===== config.mk =====
export PLATFORM = sky130hd
export DESIGN_NAME = irda_mir_deframer
export DESIGN_NICKNAME = d
export VERILOG_FILES = /design/src/rtl/irda_mir_pkg.sv /design/src/rtl/irda_mir_crc16.sv /design/src/rtl/irda_mir_deframer.sv
export SDC_FILE = /design/constraint.sdc
export NUM_CORES = 1
export LEC_CHECK = 0
export BUFFER_PORTS_ARGS = -buffer_cell sky130_fd_sc_hd__buf_2
export CORE_AREA = 2 2 113 93
export DETAILED_ROUTE_END_ITERATION = 6
export DIE_AREA = 0 0 115 95
export GPL_TIMING_DRIVEN = 0
export HOLD_SLACK_MARGIN = 0.06
export PLACE_DENSITY_LB_ADDON = 0.15
export SLEW_MARGIN = 30
export SYNTH_ARGS = -nofsm -noshare
export SYNTH_HDL_FRONTEND = slang
export SYNTH_HIERARCHICAL = 1
export SYNTH_SLANG_ARGS = --single-unit

===== constraint.sdc =====
create_clock -name clk -period 3.05 [get_ports clk]
set_input_delay 0.915 -clock clk [delete_from_list [all_inputs] [get_ports clk]]
set_output_delay 0.915 -clock clk [all_outputs]
set_load 0.005 [all_outputs]

===== src/rtl/irda_mir_pkg.sv =====
// IrDA MIR deframer shared definitions:
// flag, CRC-16 constants and receive state encoding.
package irda_mir_pkg;

   localparam logic [7:0]  FLAG     = 8'h7E;
   localparam logic [15:0] CRC_INIT = 16'hFFFF;
   localparam logic [15:0] CRC_POLY = 16'h8408;
   localparam logic [15:0] CRC_GOOD = 16'hF0B8;

   typedef enum logic [1:0] {
      ST_HUNT = 2'd0,
      ST_SYNC = 2'd1,
      ST_DATA = 2'd2
   } state_t;

endpackage


===== src/rtl/irda_mir_crc16.sv =====
// Byte-wide reflected CRC-16 update, purely combinational.
// Data enters LSB first, matching the line bit order.
module irda_mir_crc16
   import irda_mir_pkg::*;
(
   input  logic [15:0] crc_in,
   input  logic [7:0]  byte_in,
   output logic [15:0] crc_out
);

   logic [15:0] w_c;

   always_comb begin
      w_c = crc_in ^ {8'h00, byte_in};
      for (int i = 0; i < 8; i++) begin
         if (w_c[0]) w_c = (w_c >> 1) ^ CRC_POLY;
         else        w_c = w_c >> 1;
      end
   end

   assign crc_out = w_c;

endmodule


===== src/rtl/irda_mir_deframer.sv =====
// IrDA MIR receive deframer: flag hunt, zero destuffing,
// byte assembly, FCS check and abort detection.
module irda_mir_deframer
   import irda_mir_pkg::*;
(
   input  logic       clk,
   input  logic       wb_rst_i,
   input  logic       mir_mode,
   input  logic       tx_select,
   input  logic       bit_en,
   input  logic       rx_bit,
   output logic [7:0] data_o,
   output logic       data_valid_o,
   output logic       sof_o,
   output logic       eof_o,
   output logic       crc_ok_o,
   output logic       abort_o
);

   state_t      r_state, w_state_nx;
   logic [7:0]  r_shift, w_shift_nx;
   logic [7:0]  r_asm, w_asm_nx;
   logic [2:0]  r_bit_cnt, w_cnt_nx;
   logic [2:0]  r_ones, w_ones_nx;
   logic [15:0] r_crc, w_crc_nx;
   logic [1:0]  r_len, w_len_nx;
   logic [7:0]  w_data_nx;
   logic        w_dv_nx, w_sof_nx, w_eof_nx;
   logic        w_ok_nx, w_abort_nx;

   logic        w_active;
   logic [7:0]  w_byte;
   logic [7:0]  w_hunt;
   logic [15:0] w_crc_seed, w_crc_upd;
   logic [2:0]  w_ones_inc;

   assign w_active   = mir_mode & ~tx_select;
   assign w_byte     = {rx_bit, r_asm[7:1]};
   assign w_hunt     = {rx_bit, r_shift[7:1]};
   assign w_crc_seed = (r_state == ST_SYNC) ? CRC_INIT : r_crc;
   assign w_ones_inc = !rx_bit ? 3'd0 :
                       (r_ones == 3'd7) ? 3'd7 : r_ones + 3'd1;

   irda_mir_crc16 u_crc (
      .crc_in  (w_crc_seed),
      .byte_in (w_byte),
      .crc_out (w_crc_upd)
   );

   always_comb begin
      w_state_nx = r_state;
      w_shift_nx = r_shift;
      w_asm_nx   = r_asm;
      w_cnt_nx   = r_bit_cnt;
      w_ones_nx  = r_ones;
      w_crc_nx   = r_crc;
      w_len_nx   = r_len;
      w_data_nx  = data_o;
      w_dv_nx    = 1'b0;
      w_sof_nx   = 1'b0;
      w_eof_nx   = 1'b0;
      w_ok_nx    = 1'b0;
      w_abort_nx = 1'b0;
      if (!w_active) begin
         w_state_nx = ST_HUNT;
         w_shift_nx = 8'h00;
         w_asm_nx   = 8'h00;
         w_cnt_nx   = 3'd0;
         w_ones_nx  = 3'd0;
         w_len_nx   = 2'd0;
      end else if (bit_en) begin
         w_ones_nx = w_ones_inc;
         unique case (r_state)
            ST_HUNT: begin
               w_shift_nx = w_hunt;
               if (w_hunt == FLAG) begin
                  w_state_nx = ST_SYNC;
                  w_cnt_nx   = 3'd0;
                  w_ones_nx  = 3'd0;
               end
            end
            ST_SYNC, ST_DATA: begin
               if (!rx_bit && r_ones == 3'd5) begin
                  // stuffed zero: dropped, only the run count resets
                  w_ones_nx = 3'd0;
               end else if (r_ones == 3'd6) begin
                  w_cnt_nx  = 3'd0;
                  w_ones_nx = 3'd0;
                  w_len_nx  = 2'd0;
                  if (rx_bit) begin
                     w_state_nx = ST_HUNT;
                     w_shift_nx = 8'h00;
                     w_abort_nx = (r_state == ST_DATA);
                  end else begin
                     w_state_nx = ST_SYNC;
                     if (r_state == ST_DATA) begin
                        w_eof_nx = 1'b1;
                        w_ok_nx  = (r_bit_cnt == 3'd7) &&
                                   (r_crc == CRC_GOOD) &&
                                   (r_len == 2'd3);
                     end
                  end
               end else begin
                  w_asm_nx = w_byte;
                  w_cnt_nx = r_bit_cnt + 3'd1;
                  if (r_bit_cnt == 3'd7) begin
                     w_dv_nx    = 1'b1;
                     w_data_nx  = w_byte;
                     w_crc_nx   = w_crc_upd;
                     w_state_nx = ST_DATA;
                     w_sof_nx   = (r_state == ST_SYNC);
                     if (r_state == ST_SYNC) w_len_nx = 2'd1;
                     else if (r_len != 2'd3) w_len_nx = r_len + 2'd1;
                  end
               end
            end
            default: w_state_nx = ST_HUNT;
         endcase
      end
   end

   always_ff @(posedge clk) begin
      if (wb_rst_i) begin
         r_state      <= ST_HUNT;
         r_shift      <= 8'h00;
         r_asm        <= 8'h00;
         r_bit_cnt    <= 3'd0;
         r_ones       <= 3'd0;
         r_crc        <= 16'h0000;
         r_len        <= 2'd0;
         data_o       <= 8'h00;
         data_valid_o <= 1'b0;
         sof_o        <= 1'b0;
         eof_o        <= 1'b0;
         crc_ok_o     <= 1'b0;
         abort_o      <= 1'b0;
      end else begin
         r_state      <= w_state_nx;
         r_shift      <= w_shift_nx;
         r_asm        <= w_asm_nx;
         r_bit_cnt    <= w_cnt_nx;
         r_ones       <= w_ones_nx;
         r_crc        <= w_crc_nx;
         r_len        <= w_len_nx;
         data_o       <= w_data_nx;
         data_valid_o <= w_dv_nx;
         sof_o        <= w_sof_nx;
         eof_o        <= w_eof_nx;
         crc_ok_o     <= w_ok_nx;
         abort_o      <= w_abort_nx;
      end
   end

endmodule


==> results of run 1 <==
==> cell usage after synthesis, types with 2 or more instances <==
master / n / area share
a21oi_1: 14 / 0.023
a22o_1: 2 / 0.0057
a22oi_1: 6 / 0.015
and2_1: 3 / 0.0061
buf_4: 4 / 0.0098
buf_8: 2 / 0.0098
clkbuf_1: 10 / 0.012
dfxtp_1: 53 / 0.35
ha_1: 11 / 0.045
inv_1: 6 / 0.0073
mux2i_1: 27 / 0.088
nand2_1: 12 / 0.015
nand2b_1: 49 / 0.10
nand3_1: 9 / 0.015
nand4_1: 3 / 0.0061
nor2_1: 12 / 0.015
nor2b_1: 2 / 0.0041
nor4_1: 2 / 0.0041
o21ai_0: 13 / 0.021
o21ai_1: 2 / 0.0033
or2_2: 16 / 0.033
or4_1: 4 / 0.0098
xnor2_1: 8 / 0.023
xnor2_2: 4 / 0.021
xnor3_1: 5 / 0.037
xor2_1: 3 / 0.0086
xor3_1: 2 / 0.015
xor3_4: 2 / 0.018
==> flip-flops by register name, summed over array words and instances, names as in the netlist <==
name / flops
abort_o: 1
crc_ok_o: 1
data_o: 8
data_valid_o: 1
eof_o: 1
r_asm: 7
r_bit_cnt: 3
r_crc: 16
r_len: 2
r_ones: 3
r_shift: 7
r_state: 2
sof_o: 1
==> final timing paths <==
kind | depth (start not counted) | slack (ps) | to | from
min | 2 | 460 | data_o[0] | data_o[0]
max | 9 | 390 | r_crc[2] | r_state[1]
min reg2reg | 2 | 460 | data_o[0] | data_o[0]
max reg2reg | 9 | 390 | r_crc[2] | r_state[1]
==> critical path: cells and delay by family, from the launching register on <==
family                   cells  cell delay, ps
buffers and inverters        3             610
AND/OR/NAND/NOR              2             460
adder cells (fa/ha/maj)      1             190
XOR/XNOR                     2             790
flip-flops                   1             410
multiplexers                 1              80
==> power breakdown <==
| part | internal (uW) | switching (uW) | leakage (uW) |
|---|---|---|---|
| Sequential | 692 | 0.729 | 0.000427 |
| Clock | 411 | 256 | 0.0000841 |
| Combinational | 24.2 | 30.0 | 0.000855 |
==> metal layers <==
| layer | global-route usage | vias to the layer above | part of all wire |
|---|---|---|---|
| met5 | 0 | - | 0 |
| met4 | 0.0371 | 0 | 0.0088 |
| met3 | 0.0237 | 6 | 0.032 |
| met2 | 0.203 | 34 | 0.40 |
| met1 | 0.210 | 1022 | 0.56 |
| li1 | - | 1132 | - |
==> area by class of cell <==
| cell class | instances | area (sq um) | share of cell area |
|---|---|---|---|
| Clock inverter | 1 | 30.0 | 0.00861 |
| Multi-Input combinational cell | 238 | 1890 | 0.541 |
| Buffer | 17 | 103 | 0.0294 |
| Clock buffer | 7 | 143 | 0.0409 |
| Timing Repair Buffer | 18 | 90.1 | 0.0258 |
| Tap cell | 122 | 153 | 0.0438 |
| Sequential cell | 53 | 1060 | 0.304 |
| Inverter | 6 | 22.5 | 0.00646 |
==> kinds of logic after synthesis <==
logic type	Yosys count	share of synthesized area
AOI/OAI and AO/OA	48	0.103
xor gates and xnor gates	24	0.123
adders and majority gates	11	0.0448
buffers and inverters	23	0.0407
DFF	53	0.345
muxes	27	0.0879
and+or+nand+nor	128	0.255
==> through the flow <==
stage	hold WS, ps	power, uW
final	465	1410
after global routing	500	1470
after CTS	472	1440
after detailed placement	462	764
after global placement	453	764
after floorplan	442	745
==> impl_metrics.tcl, run 1 <==
set metrics [dict create \
    routabilityCongestion 0.762 \
    die-area_sq_um 10900 \
    worst_pin_slew_ps 563 \
    final_util 0.352 \
    numClockSinks 53 \
    grt_pass1_wl_um 11800 \
    num_io_pins 19 \
    grt_max_degree 16 \
    core-area_sq_um 9910 \
    drc_errors 0 \
    cts_setup_buffers 0 \
    drtIter0Drc 64 \
    ir_worst_vdd_uv 191 \
    insertion_delay_ps 290 \
    dp_hpwl_um 5160 \
    fin_ws_ps 394 \
    first_pass_iters 4 \
    final_area_sq_um 3490 \
    max_freq_mhz 377 \
    synth_edf_count 0 \
    critical_path_class "register to register" \
    rsz0062_at_grt "false" \
    cp_data_required_time_ps 3230 \
    wl_per_cell_um 15.2 \
    layout_common_cells "dfxtp_1, nand2b_1, mux2i_1" \
    fillers 1017 \
    cts.path.max_buffers 2 \
    crit_chain "inv_1 > ha_1 > clkbuf_1 > clkbuf_1 > or2_2 > xnor2_1 > xor3_4 > nand2b_1 > mux2i_1" \
    async_reset_ff_frac 0 \
    numCtsBuffers 5 \
    finClkSkew_ps 5.21 \
    hold_path_class "register to register" \
    pre_cts_ws_ps 394 \
    cap_viol_max_count 0 \
    yosysSeqAreaShare 0.345 \
    p_leak_uw 0.00137 \
    grt_usage 0.139 \
    cts_tree "built" \
    cts_hold_buf 0 \
    fp.dieH_um 95 \
    clock-root-buffer "clkbuf_16" \
    critPathArrivalTime_ps 2830 \
    start_util 0.310 \
    finalHoldViolations 0 \
    startpoint_type "register" \
    critPathSlowestCell "dfxtp_1" \
    io_buffers 18 \
    fin_crit_ps 2660 \
    syn_area_sq_um 3070 \
    place_area_sq_um 3320 \
    cp_slowest_stage_delay_ps 410 \
    viasPerCell 4.75 \
    detail-route-antenna-nets 0 \
    htreeDepth 2 \
    nNetsFinal 356 \
    first_global_vias 2206 \
    fin_tns_setup_ps 0 \
    die_x_um 115 \
    layoutNonFillerInstCount 462 \
    n_antenna_cell 0 \
    pwr_density_cell_nw_per_um2 405 \
    synth_warnings 6 \
    outcome "finished, final reports clean" \
    vias 2194 \
    area_delta_synth_final_pct 13.5 \
    synth_ff_type "dfxtp_1" \
    grt_overflow 0 \
    worstPathMaxFanout 10 \
    synth_nets 331 \
    synthDistinctLibCells 56 \
    antenna_found_initial 0 \
    drive_above_1_share 0.185 \
    post_cts_resized 0 \
    path_clk_slew_ps 70 \
    cp_common_cell "clkbuf_1" \
    drv_slew 0 \
    layout.cells.most_common "dfxtp_1" \
    period_share 0.871 \
    ys_ff_latch 53 \
    place_inst 454 \
    setup_viol 0 \
    row_count 33 \
    synthCells 314 \
    synth_area_per_cell_sq_um 9.79 \
    maxSlewHeadroom 0.624 \
    wirelength_um 7020 \
    end_kind "register" \
]
No activity file was read; power rests on OpenSTA's default activity.
==> inputs of run 2 (changes only) <==
--- a/config.mk
+++ b/config.mk
@@ -6,9 +6,10 @@
 export NUM_CORES = 1
 export LEC_CHECK = 0
 export BUFFER_PORTS_ARGS = -buffer_cell sky130_fd_sc_hd__buf_2
-export CORE_AREA = 2 2 113 93
+export CORE_AREA = 2 2 97 108
+export CTS_CLUSTER_SIZE = 24
 export DETAILED_ROUTE_END_ITERATION = 6
-export DIE_AREA = 0 0 115 95
+export DIE_AREA = 0 0 99 110
 export GPL_TIMING_DRIVEN = 0
 export HOLD_SLACK_MARGIN = 0.06
 export PLACE_DENSITY_LB_ADDON = 0.15
==> run 2 against run 1 <==
Against the previous run: design area decreased by 2.7%; hold slack improved by 9.5 ps; final cell count decreased by 0.43%; clock skew increased by 2.1 ps; largest power group unchanged.
==> impl_metrics.tcl, run 2 (synthesized netlist as in run 1, its figures left out) <==
set metrics [dict create \
    antenna_found_initial 0 \
    pwr_density_cell_nw_per_um2 336 \
    numCtsBuffers 5 \
    outcome "finished, final reports clean" \
    worst_pin_slew_ps 630 \
    wl_per_cell_um 15.4 \
    cts_setup_buffers 0 \
    grt_use_met1 0.157 \
    cts.path.max_buffers 2 \
    top_register "r_crc" \
    rsz0062_at_grt "false" \
    reg.largest.list "r_crc: 16 flops, data_o: 8 flops" \
    largest_reg_flops 16 \
    p_leak_uw 0.00133 \
    cp_data_required_time_ps 3260 \
    cap_viol_max_count 0 \
    io_buffers 18 \
    cts_tree "built" \
    start_util 0.315 \
    wirelength_um 7090 \
    path_clk_slew_ps 100 \
    end_kind "register" \
    fillers 1018 \
    switching_share 0.233 \
    finalHoldViolations 0 \
    insertion_delay_ps 310 \
    place_inst 452 \
    nNetsFinal 356 \
    fp.dieH_um 110 \
    rr_worst_depth 9 \
    htreeDepth 2 \
    ir_worst_vdd_uv 163 \
    multi_input_area_sq_um 1890 \
    routabilityCongestion 0.716 \
    first_global_vias 2314 \
    layoutNonFillerInstCount 460 \
    period_share 0.828 \
    reg2reg_setup_slack_ps 520 \
    hold_path_class "register to register" \
    grt_usage 0.139 \
    grt_pass1_wl_um 11800 \
    numClockSinks 53 \
    first_pass_iters 4 \
    drc_errors 0 \
    pwr-share-comb 0.047 \
    max_freq_mhz 396 \
    n_antenna_cell 0 \
    switchingPower_uw 266 \
    fin_tns_setup_ps 0 \
    fin_crit_ps 2530 \
    worstPathMaxFanout 10 \
    grt_max_degree 16 \
    vias 2216 \
    clock_power_share 0.346 \
    drv_slew 0 \
    worstHoldStart "r_bit_cnt[1]" \
    grt_use_met2 0.272 \
    grt.busiest_layer "met2" \
    grt_use_met3 0.0208 \
    viasPerCell 4.82 \
    hold_path_end "r_bit_cnt[1]" \
    grt_overflow 0 \
    layout.cells.most_common "dfxtp_1" \
    seqCellArea_sq_um 1060 \
    critPathArrivalTime_ps 2730 \
    finClkSkew_ps 7.27 \
    critical_path_class "register to register" \
    timing.rr.end "r_crc[2]" \
    post_cts_resized 0 \
    startpoint_type "register" \
    die-area_sq_um 10900 \
    clock-root-buffer "clkbuf_8" \
    cts_hold_buf 0 \
    setup_viol 0 \
    p_seq_frac 0.606 \
    area_delta_synth_final_pct 10.5 \
    maxSlewHeadroom 0.574 \
    detail-route-antenna-nets 0 \
    layout_common_cells "dfxtp_1, nand2b_1, mux2i_1" \
    r2r-start "r_state[1]" \
    p_int_uw 876 \
    dp_hpwl_um 5240 \
    drtIter0Drc 43 \
    row_count 38 \
    num_io_pins 19 \
    min_path_cells 2 \
    die_x_um 99 \
    drive_above_1_share 0.185 \
    core-area_sq_um 9750 \
]
run 2: changes by cell type in the layout (fill, tap and decap cells not counted), sizes merged:
| cell | before | now |
|---|---|---|
| bufinv | 1 | 0 |
| clkbuf | 17 | 16 |
| clkinv | 0 | 2 |
run 2: how the worst max path moves through the flow:
stage | cells past startpoint | start | endpoint | slack [ps]
6_report | 9 | r_state[1] | r_crc[2] | 520
5_1_grt | 9 | r_state[1] | r_crc[9] | 280
4_1_cts | 9 | r_state[1] | r_crc[2] | 430
3_5_place_dp | 9 | r_state[1] | r_crc[2] | 460
3_3_place_gp | 9 | r_state[1] | r_crc[2] | 440
2_1_floorplan | 9 | r_state[1] | r_crc[2] | 940
run 2: worst max-delay path, cell delays in order (launching register included):
cell and delay [ps]:
dfxtp_1 400, inv_1 80, ha_1 190, clkbuf_1 210, clkbuf_1 280, or2_2 340, xnor2_1 360, xor3_4 400
nand2b_1 100, mux2i_1 70
run 2: power by group through the flow:
stage / clock [uW] / combinational, uW / sequential [uW]
floorplan: 0 / 36.7 / 709
global placement: 0 / 55.0 / 709
detailed placement: 0 / 55.1 / 709
CTS: 419 / 55.4 / 693
finish: 396 / 54.2 / 693
global route: 443 / 60.2 / 693
run 2: final cells by class:
| cell class | instances | share of cell area |
|---|---|---|
| Timing Repair Buffer | 18 | 0.0265 |
| Clock inverter | 2 | 0.00295 |
| Clock buffer | 6 | 0.0214 |
| Multi-Input combinational cell | 238 | 0.556 |
| Buffer | 17 | 0.0302 |
| Tap cell | 120 | 0.0442 |
| Inverter | 6 | 0.00663 |
| Sequential cell | 53 | 0.312 |
run 2: per-stage QoR:
stage	total power [uW]	setup WS (ps)	cell area, sq um	util	hold slack, ps
final	1140	525	3400	0.348	474
after global routing	1200	279	3400	0.348	494
after CTS	1170	431	3400	0.348	480
after detailed placement	764	460	3310	0.340	461
after global placement	764	443	3310	0.340	456
after floorplan	745	940	3070	-	442
run 2: routing by layer:
metal	part of all wire	wire, um
met1	0.45	3210
met2	0.52	3700
met5	0	0
met4	0.012	84
met3	0.014	102
